==> config.mk <==
export PLATFORM = sky130hd
export DESIGN_NAME = rom_image_loader_flat
export DESIGN_NICKNAME = d
export VERILOG_FILES = /design/src/rtl/rom_loader_pkg.sv /design/src/rtl/rom_image_loader_if.sv /design/src/rtl/rom_loader_csum.sv /design/src/rtl/rom_image_loader.sv /design/src/flat_wrapper.sv
export SDC_FILE = /design/constraint.sdc
export NUM_CORES = 1
export LEC_CHECK = 0
export CORE_AREA = 2 2 103 105
export DETAILED_ROUTE_END_ITERATION = 8
export DIE_AREA = 0 0 105 107
export SYNTH_ARGS = -nofsm -noshare
export SYNTH_HDL_FRONTEND = slang
export SYNTH_SLANG_ARGS = --single-unit
export TNS_END_PERCENT = 30
==> constraint.sdc <==
create_clock -name clk -period 2.9 [get_ports clk]
set_clock_uncertainty 0.05 [all_clocks]
set_input_delay 0.87 -clock clk [delete_from_list [all_inputs] [get_ports clk]]
set_output_delay 0.87 -clock clk [all_outputs]
set_load 0.03 [all_outputs]
==> src/rtl/rom_loader_pkg.sv <==
// -----------------------------------------------------------------------------
// rom_loader_pkg
// Shared definitions for the framed ROM image loader.
//   - state_t              : loader FSM states
//   - SYNC_BYTE_DEFAULT    : default frame start marker
//   - LEN_ZERO_MEANS_256   : a LEN byte of 0 encodes a 256-byte payload
//   - len_to_count()       : converts the LEN byte to a 9-bit remaining count
// No ports (package).
// -----------------------------------------------------------------------------
package rom_loader_pkg;

  localparam logic [7:0] SYNC_BYTE_DEFAULT  = 8'hA5;
  localparam bit         LEN_ZERO_MEANS_256 = 1'b1;

  typedef enum logic [2:0] {
    ST_IDLE,
    ST_AHI,
    ST_ALO,
    ST_LEN,
    ST_DATA,
    ST_CSUM,
    ST_RESP
  } state_t;

  // The count needs nine bits so that a LEN of 0 can be held as 256.
  function automatic logic [8:0] len_to_count(input logic [7:0] len);
    if (LEN_ZERO_MEANS_256 && (len == 8'h00)) begin
      return 9'd256;
    end
    return {1'b0, len};
  endfunction

endpackage

==> src/rtl/rom_image_loader_if.sv <==
// -----------------------------------------------------------------------------
// rom_image_loader_if
// Groups the byte-stream input handshake and the ROM write port / status
// outputs of the loader.
//   in_valid/in_data/in_ready : upstream byte stream (valid/ready)
//   wr_en/wr_addr/wr_data     : ROM write port
//   frame_ok/frame_err        : one-cycle frame result pulses
//   busy, ok_count            : frame-in-progress flag, saturating OK counter
// Modports: master = loader side, slave = host / stream source side.
// -----------------------------------------------------------------------------
interface rom_image_loader_if
  import rom_loader_pkg::*;
#(
  parameter int ADDR_W = 16
) ();

  logic              in_valid;
  logic [7:0]        in_data;
  logic              in_ready;
  logic              wr_en;
  logic [ADDR_W-1:0] wr_addr;
  logic [7:0]        wr_data;
  logic              frame_ok;
  logic              frame_err;
  logic              busy;
  logic [7:0]        ok_count;

  modport master (
    input  in_valid, in_data,
    output in_ready, wr_en, wr_addr, wr_data,
    output frame_ok, frame_err, busy, ok_count
  );

  modport slave (
    output in_valid, in_data,
    input  in_ready, wr_en, wr_addr, wr_data,
    input  frame_ok, frame_err, busy, ok_count
  );

endinterface

==> src/rtl/rom_loader_csum.sv <==
// -----------------------------------------------------------------------------
// rom_loader_csum
// 8-bit running-sum accumulator (modulo 256) with synchronous clear and add.
// Clear has priority over add.
//   clk     in  clock
//   rst     in  asynchronous active-high reset
//   i_clear in  zero the sum
//   i_add   in  add i_byte to the sum
//   i_byte  in  byte to add
//   o_sum   out current sum
// -----------------------------------------------------------------------------
module rom_loader_csum
  import rom_loader_pkg::*;
(
  input  logic       clk,
  input  logic       rst,
  input  logic       i_clear,
  input  logic       i_add,
  input  logic [7:0] i_byte,
  output logic [7:0] o_sum
);

  logic [7:0] r_sum;

  always_ff @(posedge clk or posedge rst) begin
    if (rst) begin
      r_sum <= 8'h00;
    end else if (i_clear) begin
      r_sum <= 8'h00;
    end else if (i_add) begin
      r_sum <= r_sum + i_byte;
    end
  end

  assign o_sum = r_sum;

endmodule

==> src/rtl/rom_image_loader.sv <==
// -----------------------------------------------------------------------------
// rom_image_loader
// Framed byte-stream loader producing a ROM write port. Hunts for SYNC_BYTE,
// takes a 16-bit start address and a length (0 = 256), writes the payload to
// consecutive addresses (wrapping modulo 2^ADDR_W) and reports the frame result.
//
// Frame: SYNC, ADDR_HI, ADDR_LO, LEN, LEN payload bytes [, CSUM]
//
// Optional feature macro: LOADER_CHECKSUM_EN
//   defined   : a trailing CSUM byte is expected; the 8-bit sum of ADDR_HI,
//               ADDR_LO, LEN, payload and CSUM must be 0, else frame_err.
//   undefined : no CSUM byte, every completed frame gives frame_ok,
//               frame_err is held low.
//
// Ports:
//   clk  in  clock, all state on rising edge
//   rst  in  asynchronous active-high reset
//   bus  master modport of rom_image_loader_if (stream in, write port, status)
// Parameters:
//   ADDR_W    ROM address width (<= 16; upper frame address bits dropped)
//   SYNC_BYTE frame start marker
// -----------------------------------------------------------------------------
module rom_image_loader
  import rom_loader_pkg::*;
#(
  parameter int         ADDR_W    = 16,
  parameter logic [7:0] SYNC_BYTE = SYNC_BYTE_DEFAULT
) (
  input  logic                 clk,
  input  logic                 rst,
  rom_image_loader_if.master   bus
);

  state_t            r_state;
  state_t            w_state_next;

  logic [7:0]        r_addr_hi;
  logic [ADDR_W-1:0] r_cur_addr;
  logic [8:0]        r_count;
  logic              r_wr_en;
  logic [ADDR_W-1:0] r_wr_addr;
  logic [7:0]        r_wr_data;
  logic              r_frame_ok;
  logic [7:0]        r_ok_count;

  logic              w_in_ready;
  logic              w_xfer;
  logic              w_last_payload;
  logic              w_frame_done;
  logic              w_frame_good;
  logic [15:0]       w_addr_full;

  assign w_in_ready     = (r_state != ST_RESP);
  assign w_xfer         = bus.in_valid && w_in_ready;
  assign w_last_payload = (r_state == ST_DATA) && (r_count == 9'd1);
  assign w_addr_full    = {r_addr_hi, bus.in_data};

  // ---------------------------------------------------------------------------
  // Checksum path
  // ---------------------------------------------------------------------------
`ifdef LOADER_CHECKSUM_EN
  logic       w_csum_clear;
  logic       w_csum_add;
  logic [7:0] w_csum_sum;
  logic [7:0] w_csum_total;
  logic       r_frame_err;

  // Clearing on the sync byte keeps stray bytes seen while hunting out of
  // the sum; every header and payload byte after that is accumulated.
  assign w_csum_clear = w_xfer && (r_state == ST_IDLE);
  assign w_csum_add   = w_xfer && ((r_state == ST_AHI) || (r_state == ST_ALO) ||
                                   (r_state == ST_LEN) || (r_state == ST_DATA));

  rom_loader_csum u_csum (
    .clk     (clk),
    .rst     (rst),
    .i_clear (w_csum_clear),
    .i_add   (w_csum_add),
    .i_byte  (bus.in_data),
    .o_sum   (w_csum_sum)
  );

  // The CSUM byte itself is folded in combinationally at its acceptance.
  assign w_csum_total = w_csum_sum + bus.in_data;
  assign w_frame_done = w_xfer && (r_state == ST_CSUM);
  assign w_frame_good = (w_csum_total == 8'h00);

  always_ff @(posedge clk or posedge rst) begin
    if (rst) begin
      r_frame_err <= 1'b0;
    end else begin
      r_frame_err <= w_frame_done && !w_frame_good;
    end
  end

  assign bus.frame_err = r_frame_err;
`else
  assign w_frame_done  = w_xfer && w_last_payload;
  assign w_frame_good  = 1'b1;
  assign bus.frame_err = 1'b0;
`endif

  // ---------------------------------------------------------------------------
  // FSM
  // ---------------------------------------------------------------------------
  always_ff @(posedge clk or posedge rst) begin
    if (rst) begin
      r_state <= ST_IDLE;
    end else begin
      r_state <= w_state_next;
    end
  end

  always_comb begin
    w_state_next = r_state;
    case (r_state)
      ST_IDLE: begin
        if (w_xfer && (bus.in_data == SYNC_BYTE)) begin
          w_state_next = ST_AHI;
        end
      end
      ST_AHI: begin
        if (w_xfer) begin
          w_state_next = ST_ALO;
        end
      end
      ST_ALO: begin
        if (w_xfer) begin
          w_state_next = ST_LEN;
        end
      end
      ST_LEN: begin
        if (w_xfer) begin
          w_state_next = ST_DATA;
        end
      end
      ST_DATA: begin
        if (w_xfer && w_last_payload) begin
`ifdef LOADER_CHECKSUM_EN
          w_state_next = ST_CSUM;
`else
          w_state_next = ST_RESP;
`endif
        end
      end
      ST_CSUM: begin
`ifdef LOADER_CHECKSUM_EN
        if (w_xfer) begin
          w_state_next = ST_RESP;
        end
`else
        w_state_next = ST_IDLE;
`endif
      end
      ST_RESP: begin
        w_state_next = ST_IDLE;
      end
      default: begin
        w_state_next = ST_IDLE;
      end
    endcase
  end

  // ---------------------------------------------------------------------------
  // Datapath: address/count capture, registered write port, result pulse
  // ---------------------------------------------------------------------------
  always_ff @(posedge clk or posedge rst) begin
    if (rst) begin
      r_addr_hi  <= 8'h00;
      r_cur_addr <= '0;
      r_count    <= 9'd0;
      r_wr_en    <= 1'b0;
      r_wr_addr  <= '0;
      r_wr_data  <= 8'h00;
      r_frame_ok <= 1'b0;
      r_ok_count <= 8'h00;
    end else begin
      r_wr_en    <= 1'b0;
      r_frame_ok <= 1'b0;

      if (w_xfer) begin
        case (r_state)
          ST_AHI: r_addr_hi  <= bus.in_data;
          ST_ALO: r_cur_addr <= w_addr_full[ADDR_W-1:0];
          ST_LEN: r_count    <= len_to_count(bus.in_data);
          ST_DATA: begin
            r_wr_en    <= 1'b1;
            r_wr_addr  <= r_cur_addr;
            r_wr_data  <= bus.in_data;
            // Natural overflow of the ADDR_W-bit register gives the wrap.
            r_cur_addr <= r_cur_addr + 1'b1;
            r_count    <= r_count - 9'd1;
          end
          default: ;
        endcase
      end

      // Result is registered so it is visible during the RESP cycle.
      if (w_frame_done && w_frame_good) begin
        r_frame_ok <= 1'b1;
        if (r_ok_count != 8'hFF) begin
          r_ok_count <= r_ok_count + 8'd1;
        end
      end
    end
  end

  assign bus.in_ready = w_in_ready;
  assign bus.busy     = (r_state != ST_IDLE);
  assign bus.wr_en    = r_wr_en;
  assign bus.wr_addr  = r_wr_addr;
  assign bus.wr_data  = r_wr_data;
  assign bus.frame_ok = r_frame_ok;
  assign bus.ok_count = r_ok_count;

endmodule

==> src/flat_wrapper.sv <==
// flat-port wrapper written by rule: the top's interface ports become plain ports
module rom_image_loader_flat import rom_loader_pkg::*;
#(
  parameter int         ADDR_W    = 16,
  parameter logic [7:0] SYNC_BYTE = SYNC_BYTE_DEFAULT
)
  (clk, rst, bus_in_valid, bus_in_data, bus_in_ready, bus_wr_en, bus_wr_addr, bus_wr_data, bus_frame_ok, bus_frame_err, bus_busy, bus_ok_count);
  rom_image_loader_if #(.ADDR_W(ADDR_W)) bus_i ();
  input  logic clk;
  input  logic rst;
  input wire logic [$bits(bus_i.in_valid)-1:0] bus_in_valid;
  input wire logic [$bits(bus_i.in_data)-1:0] bus_in_data;
  output wire logic [$bits(bus_i.in_ready)-1:0] bus_in_ready;
  output wire logic [$bits(bus_i.wr_en)-1:0] bus_wr_en;
  output wire logic [$bits(bus_i.wr_addr)-1:0] bus_wr_addr;
  output wire logic [$bits(bus_i.wr_data)-1:0] bus_wr_data;
  output wire logic [$bits(bus_i.frame_ok)-1:0] bus_frame_ok;
  output wire logic [$bits(bus_i.frame_err)-1:0] bus_frame_err;
  output wire logic [$bits(bus_i.busy)-1:0] bus_busy;
  output wire logic [$bits(bus_i.ok_count)-1:0] bus_ok_count;
  assign bus_i.in_valid = bus_in_valid;
  assign bus_i.in_data = bus_in_data;
  assign bus_in_ready = bus_i.in_ready;
  assign bus_wr_en = bus_i.wr_en;
  assign bus_wr_addr = bus_i.wr_addr;
  assign bus_wr_data = bus_i.wr_data;
  assign bus_frame_ok = bus_i.frame_ok;
  assign bus_frame_err = bus_i.frame_err;
  assign bus_busy = bus_i.busy;
  assign bus_ok_count = bus_i.ok_count;
  rom_image_loader #(.ADDR_W(ADDR_W), .SYNC_BYTE(SYNC_BYTE)) u_core (.clk(clk), .rst(rst), .bus(bus_i));
endmodule
# Word level (Yosys, flattened, before mapping)
# Cells that the tools add are included.
classes:
  n_addsub: 3
  n_eq_ne: 13
  n_mux: 16
  reduce_logical: 15
ops:
  columns: ["op", "count"]
  rows:
  - ["case mux 16 bit (2 select lines)", 1]
  - ["2-to-1 mux 9 bit", 2]
  - ["case mux 9 bit (2 select lines)", 1]
  - ["adder 16 x 1 -> 16 bit, second input constant", 1]
  - ["2-to-1 mux 3 bit", 5]
  - ["case mux 3 bit (5 select lines)", 1]
  - ["!= test 2 x 1 -> 1 bit, second input constant", 5]
  - ["AND reduction 2 bit", 5]
  - ["== test 9 x 1 -> 1 bit, second input constant", 1]
  - ["subtractor 9 x 1 -> 9 bit, second input constant", 1]
  - ["adder 8 x 1 -> 8 bit, second input constant", 1]
  - ["== test 8 bit, second input constant", 1]
  - ["zero test 8 bit", 1]
  - ["!= test 8 bit, second input constant", 1]
  - ["== test 3 x 2 -> 1 bit, second input constant", 2]
  - ["2-to-1 mux 1 bit", 6]
  - ["AND reduction 5 bit", 1]
  - ["logical AND 1 bit", 4]
  - ["nonzero test 2 bit", 2]
  - ["== test 3 x 1 -> 1 bit, second input constant", 1]
  - ["== test 3 bit, second input constant", 1]
  - ["zero test 3 bit", 1]
  - ["!= test 3 bit, second input constant", 1]
  - ["nonzero test 3 bit", 1]
totals:
  ff_bits: 70
  inputBits: 11
  out_inout_bits: 37
  elab_cells: 56

# Longest topological paths before layout
# Gate-level depths: netlist (run 1).
logic_depth:
  word_depth: 6
  ltp_mapped: 8
  mapped_depth_nobuf: 7

# Least setup slack after synthesis (run 1)
# Ideal clock, no wire load.
synth_timing:
  path_type: "in2reg"
  from: "in bus_in_valid"
  to: "reg u_core.r_ok_count[7], in the netlist u_core.bus.ok_count[7]"
  setup_ps: 125
  arrival_time_ps: 2001
  t_required_ps: 2725
  slack_ps: 725
  stages: 6
  path_buffers: 1
  cell_sequence: "clkbuf_1 > nand2_2 > clkinv_2 > nand4_4 > nor3_1 > mux2_2"
synth_via:
  elab_chain_len: 3
synth_lines:
  columns: ["element", "line_no", "source"]
  rows:
  - ["start: declaration", "flat_wrapper.sv:11", "input wire logic [$bits(bus_i.in_valid)-1:0] bus_in_valid;"]
  - ["logical AND 1 bit", "rom_image_loader.sv:54", "assign w_xfer = bus.in_valid && w_in_ready;"]
  - ["logical AND 1 bit", "rom_image_loader.sv:98", "assign w_frame_done = w_xfer && w_last_payload;"]
  - ["AND reduction 2 bit (no line)", null, null]
  - ["end signal: assignment", "rom_image_loader.sv:202", "r_ok_count <= r_ok_count + 8'd1;"]
  - ["end: declaration", "rom_image_loader.sv:44", "logic [7:0] r_ok_count;"]
# No other way between the ends.
# A chain may end at the register's enable or synchronous reset.

# Worst setup path in the final report (run 1)
layout_timing:
  from: "reg u_core.r_state[0]"
  to: "out bus_busy"
layout_via:
  elab_chain_len: 1
layout_lines:
  columns: ["element", "line_no", "source"]
  rows:
  - ["start: declaration", "rom_image_loader.sv:34", "state_t r_state;"]
  - ["start signal: assignment", "rom_image_loader.sv:110", "r_state <= w_state_next;"]
  - ["nonzero test 3 bit", "rom_image_loader.sv:209", "assign bus.busy = (r_state != ST_IDLE);"]
  - ["end: declaration", "flat_wrapper.sv:19", "output wire logic [$bits(bus_i.busy)-1:0] bus_busy;"]
# No other way between the ends.

==> results of run 1 <==
power breakdown:
group	switching (mW)	leakage, nW	internal [mW]
logic	0.942	0.858	0.760
clock network	0.366	0.0861	0.330
registers	0.379	0.898	1.36
sequential cells by signal (all words and copies together), names as in the netlist:
name                 count
u_core.r_count           9
u_core.bus.ok_count      8
u_core.bus.wr_data       8
u_core.r_state           3
u_core.bus.frame_ok      1
u_core.r_cur_addr       16
u_core.bus.wr_en         1
u_core.r_addr_hi         8
u_core.bus.wr_addr      16
synthesized netlist by cell type, drive strengths merged, types with 3 or more instances:
master  count
o211ai      4
o21ai      24
inv         8
nor4        5
a22oi       4
a21oi      15
nand2      30
dfrtp      70
xor2        6
nand3      18
mux2       31
clkbuf      8
ha          4
nor2       15
or4         5
and3        3
nand2b      3
nor3       14
nand4       8
a221o       3
buf        12
layout make-up:
cell class	instances	share of cell area
sequential	70	0.405
multi-input combinational	230	0.365
timing repair buffer	64	0.144
tap	136	0.0394
clock buffer	12	0.0336
inverter	9	0.00810
clock inverter	4	0.00521
worst reg2reg max path: stages (launching register included):
cell and delay [ns]:
dfrtp_1 0.55, nor3b_4 0.55, nand2_2 0.12, clkinv_2 0.10, nand4_4 0.17, nor3_1 0.25, mux2_2 0.35
cells by family after synthesis:
kind of cell | count (synthesis)
other cells | 1
simple gates | 115
flops | 70
buf+inv | 29
compound gates | 71
xor+xnor | 6
fa+ha+maj | 4
mux | 33
worst paths after layout:
check / endpoint / slack [ns] / from
setup / recovery: bus_busy / 0.12 / u_core.r_state[0]
hold / removal: u_core.bus.wr_addr[7] / 0.42 / u_core.bus.wr_addr[7]
setup reg to reg: u_core.bus.ok_count[7] / 0.66 / u_core.r_state[2]
hold reg to reg: u_core.bus.wr_addr[7] / 0.42 / u_core.bus.wr_addr[7]
max in group asynchronous: u_core.bus.wr_addr[9] / 1.47 / rst
min in group asynchronous: u_core.bus.ok_count[6] / 0.82 / rst
through the flow:
step	setup slack, ns	utilization
2_1_floorplan	0.212	-
3_3_place_gp	0.354	0.412
3_5_place_dp	0.337	0.412
4_1_cts	0.102	0.428
5_1_grt	0.0639	0.428
6_report	0.119	0.428
routing by layer:
layer,track usage,part of all wire
met1,0.220,0.46
met4,0.0533,0.012
met2,0.260,0.48
met3,0.0359,0.052
met5,0,0
==> qor.yml, run 1 <==
run_status:
  status: "finished, final reports clean"
critical_path:
  cp_top_family: "buffers and inverters"
  path_depth: 2
  worstPathMaxFanout: 9
  critPathLaunchType: "flop"
  worstPathRequired_ns: 1.98
  worstSetupEndpointType: "primary output"
  path_cells: "or3_1 -> clkdlybuf4s50_1"
  path_buf_inv: 1
  cp_slowest_cell: "clkdlybuf4s50_1"
  critPathKind: "flop to primary output"
  cp.arrival_ns: 1.86
  cpPeakStageDelay_ns: 0.60
  r2r_cells: 6
power_and_ir_drop:
  pwr_density_cell_mw_per_mm2: 956
  p_leak_nw: 1.84
  power_mw: 4.13
  ir_worst_vdd_mv: 0.359
drt:
  vias: 2827
  vias_per_cell: 5.38
  drt_iter0_drc: 122
  drt_wl_total_um: 8690
  dr.pass1.iters: 4
  ant_nets: 0
  post-route-drc-count: 0
  wire_per_inst_um: 16.6
clock_tree:
  clockRootBuffer: "clkbuf_8"
  cts_tree: "yes"
  clkSinkCount: 70
  cts_made_buffers: 9
  post_cts_buffers: 0
  clk_latency_ns: 0.34
  cts_hold_buf: 0
  clkTransAtPathRegs_ns: 0.07
  cts_buffer_depth: 2
  htreeDepth: 3
  cts_resized: 0
logic_synthesis:
  synth_adder_area_share: 0.0145
  synth_warnings: 0
  synth.avg_cell_area_um2: 10.5
  synth_top_family_by_area: "simple AND/OR/NAND/NOR gates"
  syn_nets: 344
  synthFlopType: "dfrtp_1"
  synth-simple-area-share: 0.186
  synth_top_area_cell: "dfrtp_1"
  synthDistinctLibCells: 58
  syn_area_mm2: 0.00346
  yosys.area_share.xor_xnor: 0.0152
  yosys_register_bits: 70
  synth_area_leaders: "dfrtp_1 (51%), mux2_2 (10%), o21ai_0 (3.3%)"
  synthArstFlopShare: 1.00
  synth-edff-count: 0
  synth_mux_area_frac: 0.107
  netlist_instances: 329
  seq_area_frac_synth: 0.506
  synth_compound_area_frac: 0.132
  synth_top_area_frac: 0.506
die:
  die_x_um: 105
  dieArea_mm2: 0.0112
  die_y_um: 107
  top_level_ports: 48
  rows: 37
  start_util: 0.343
  core_area_mm2: 0.0101
layout:
  layout.nets: 399
  syn_to_final_growth_pct: 24.9
  drive_above_1_share: 0.185
  layout_common_cells: "dfrtp_1 (70), clkdlybuf4s50_1 (46), mux2_2 (31)"
  fin_area_mm2: 0.00432
  diodes: 0
  final_common_cell: "dfrtp_1"
  multi_input_area_mm2: 0.00158
  fin_cells: 525
  fillerInstances: 1035
  register_area_mm2: 0.00175
global_routing:
  antenna_found_initial: 0
  grt_pass1_wl_um: 14400
  grt_pass1_vias: 2739
  gr-total-overflow: 0
  grt_use_total: 0.163
  grt_max_degree: 29
placed_design:
  dp_hpwl_um: 6100
  gp_congestion: 0.830
  placed_cells: 509
  dpl_cell_area_mm2: 0.00416
  io_buffers: 46
sta:
  slew_headroom: 0.372
  finalSetupViolations: 0
  tns_ns: 0
  fmax_mhz: 360
  hold_viol: 0
  min_period_ns: 2.78
  final_max_slew_viol_count: 0
  rsz0062_at_grt: "no"
  hold_slack_ns: 0.423
  post-route-period-util: 0.959
  tightestPinTransition_ns: 0.936
run:
  max-cap-violations: 0
min_path:
  min_path_cells: 2
  hold_class: "flop to flop"
No activity file was read; power rests on OpenSTA's default activity.
==> inputs of run 2 (changes only) <==
CORE_AREA = 2 2 111 113   (was 2 2 103 105)
DIE_AREA = 0 0 113 115   (was 0 0 105 107)
DONT_BUFFER_PORTS = 1   (was default)
==> qor.yml, run 2 (synthesis results as in run 1) <==
critical_path:
  cpPeakStageDelay_ns: 0.56
  r2r_start: "u_core.r_state[2]"
  worstPathRequired_ns: 1.98
  critPathKind: "flop to primary output"
  r2r_end: "u_core.bus.ok_count[7]"
  worstPathMaxFanout: 11
  startpoint: "u_core.r_state[1]"
  cp.arrival_ns: 1.40
  r2r_cells: 6
  path_depth: 1
  cp_slowest_cell: "or3_1"
  path_cells: "or3_1"
  r2r_slack_ns: 0.63
  critPathLaunchType: "flop"
  worstSetupEndpointType: "primary output"
  cp_top_family: "simple AND/OR/NAND/NOR gates"
  path_buf_inv: 0
drt:
  vias_per_cell: 5.37
  post-route-drc-count: 2
  wire_per_inst_um: 17.3
  vias: 2563
  drt_wl_total_um: 8240
  drt_iter0_drc: 198
  dr.pass1.iters: 6
  ant_nets: 0
sta:
  setup_slack_ns: 0.580
  tightestPinTransition_ns: 0.685
  slew_headroom: 0.541
  fmax_mhz: 431
  rsz0062_at_grt: "no"
  post-route-period-util: 0.800
  hold_slack_ns: 0.369
  tns_ns: 0
  hold_viol: 0
  finalSetupViolations: 0
  min_period_ns: 2.32
  final_max_slew_viol_count: 0
die:
  start_util: 0.293
  die_y_um: 115
  dieArea_mm2: 0.0130
  top_level_ports: 48
  core_area_mm2: 0.0118
  rows: 40
  die_x_um: 113
clock_tree:
  cts_tree: "yes"
  post_cts_buffers: 0
  cts_buffer_depth: 2
  clkTransAtPathRegs_ns: 0.05
  cts_made_buffers: 9
  clkSinkCount: 70
  cts_hold_buf: 0
  htreeDepth: 3
  clk_latency_ns: 0.34
  cts_resized: 0
  clockRootBuffer: "clkbuf_16"
run:
  max-cap-violations: 0
global_routing:
  grt_pass1_wl_um: 13600
  gr-total-overflow: 0
  grt_use_total: 0.134
  grt_max_degree: 34
  grt_pass1_vias: 2512
  antenna_found_initial: 0
layout:
  final_common_cell: "dfrtp_1"
  layout_common_cells: "dfrtp_1 (70), mux2_2 (31), nand2_1 (29)"
  fin_area_mm2: 0.00388
  diodes: 0
  fin_util: 0.328
  register_area_mm2: 0.00175
  multi_input_area_mm2: 0.00158
  syn_to_final_growth_pct: 11.9
  drive_above_1_share: 0.176
  layout.nets: 341
  fillerInstances: 1237
power_and_ir_drop:
  ir_worst_vdd_mv: 0.447
  pwr_density_cell_mw_per_mm2: 1050
  p_leak_nw: 1.66
run_status:
  status: "complete, but fails checks"
  violations: "DRC"
placed_design:
  dpl_cell_area_mm2: 0.00361
  dp_hpwl_um: 5700
  dp_slack_ns: 0.566
  gp_congestion: 0.766
  io_buffers: 0
min_path:
  hold_class: "input port to asynchronous set/reset pin"
-- run 2: layout make-up --
type | count | share of cell area
Sequential cell | 70 | 0.452
Multi-Input combinational cell | 230 | 0.407
Clock buffer | 14 | 0.0681
Tap cell | 147 | 0.0474
Timing Repair Buffer | 6 | 0.0148
Inverter | 9 | 0.00904
Clock inverter | 1 | 0.00129
-- run 2: worst max-delay path by stage --
stage | to | slack, ns
4_1_cts | bus_busy | 0.56
3_5_place_dp | u_core.r_cur_addr[8] | 0.57
6_report | bus_busy | 0.58
2_1_floorplan | u_core.bus.frame_ok | 0.21
3_3_place_gp | u_core.r_cur_addr[8] | 0.62
5_1_grt | u_core.bus.ok_count[7] | 0.42
-- run 2: where the power goes --
part | internal, mW | switching (mW) | leakage (nW)
combinational | 0.469 | 0.539 | 0.627
clock | 0.620 | 0.386 | 0.133
sequential | 1.35 | 0.716 | 0.898
total | 2.44 | 1.64 | 1.66
-- run 2: per-layer routing --
| layer | track usage | vias up | part of all wire |
|---|---|---|---|
| li1 | - | 1204 | - |
| met1 | 0.171 | 1263 | 0.45 |
| met2 | 0.209 | 85 | 0.47 |
| met3 | 0.0590 | 11 | 0.068 |
| met4 | 0.0374 | 0 | 0.011 |
| met5 | 0 | - | 0 |
-- run 2: per-stage QoR --
stage / std cells / total power [mW]
finish: 477 / 4.08
global placement: 462 / 3.05
floorplan: 329 / 2.83
global route: 477 / 4.34
CTS: 477 / 4.11
detailed placement: 462 / 3.10
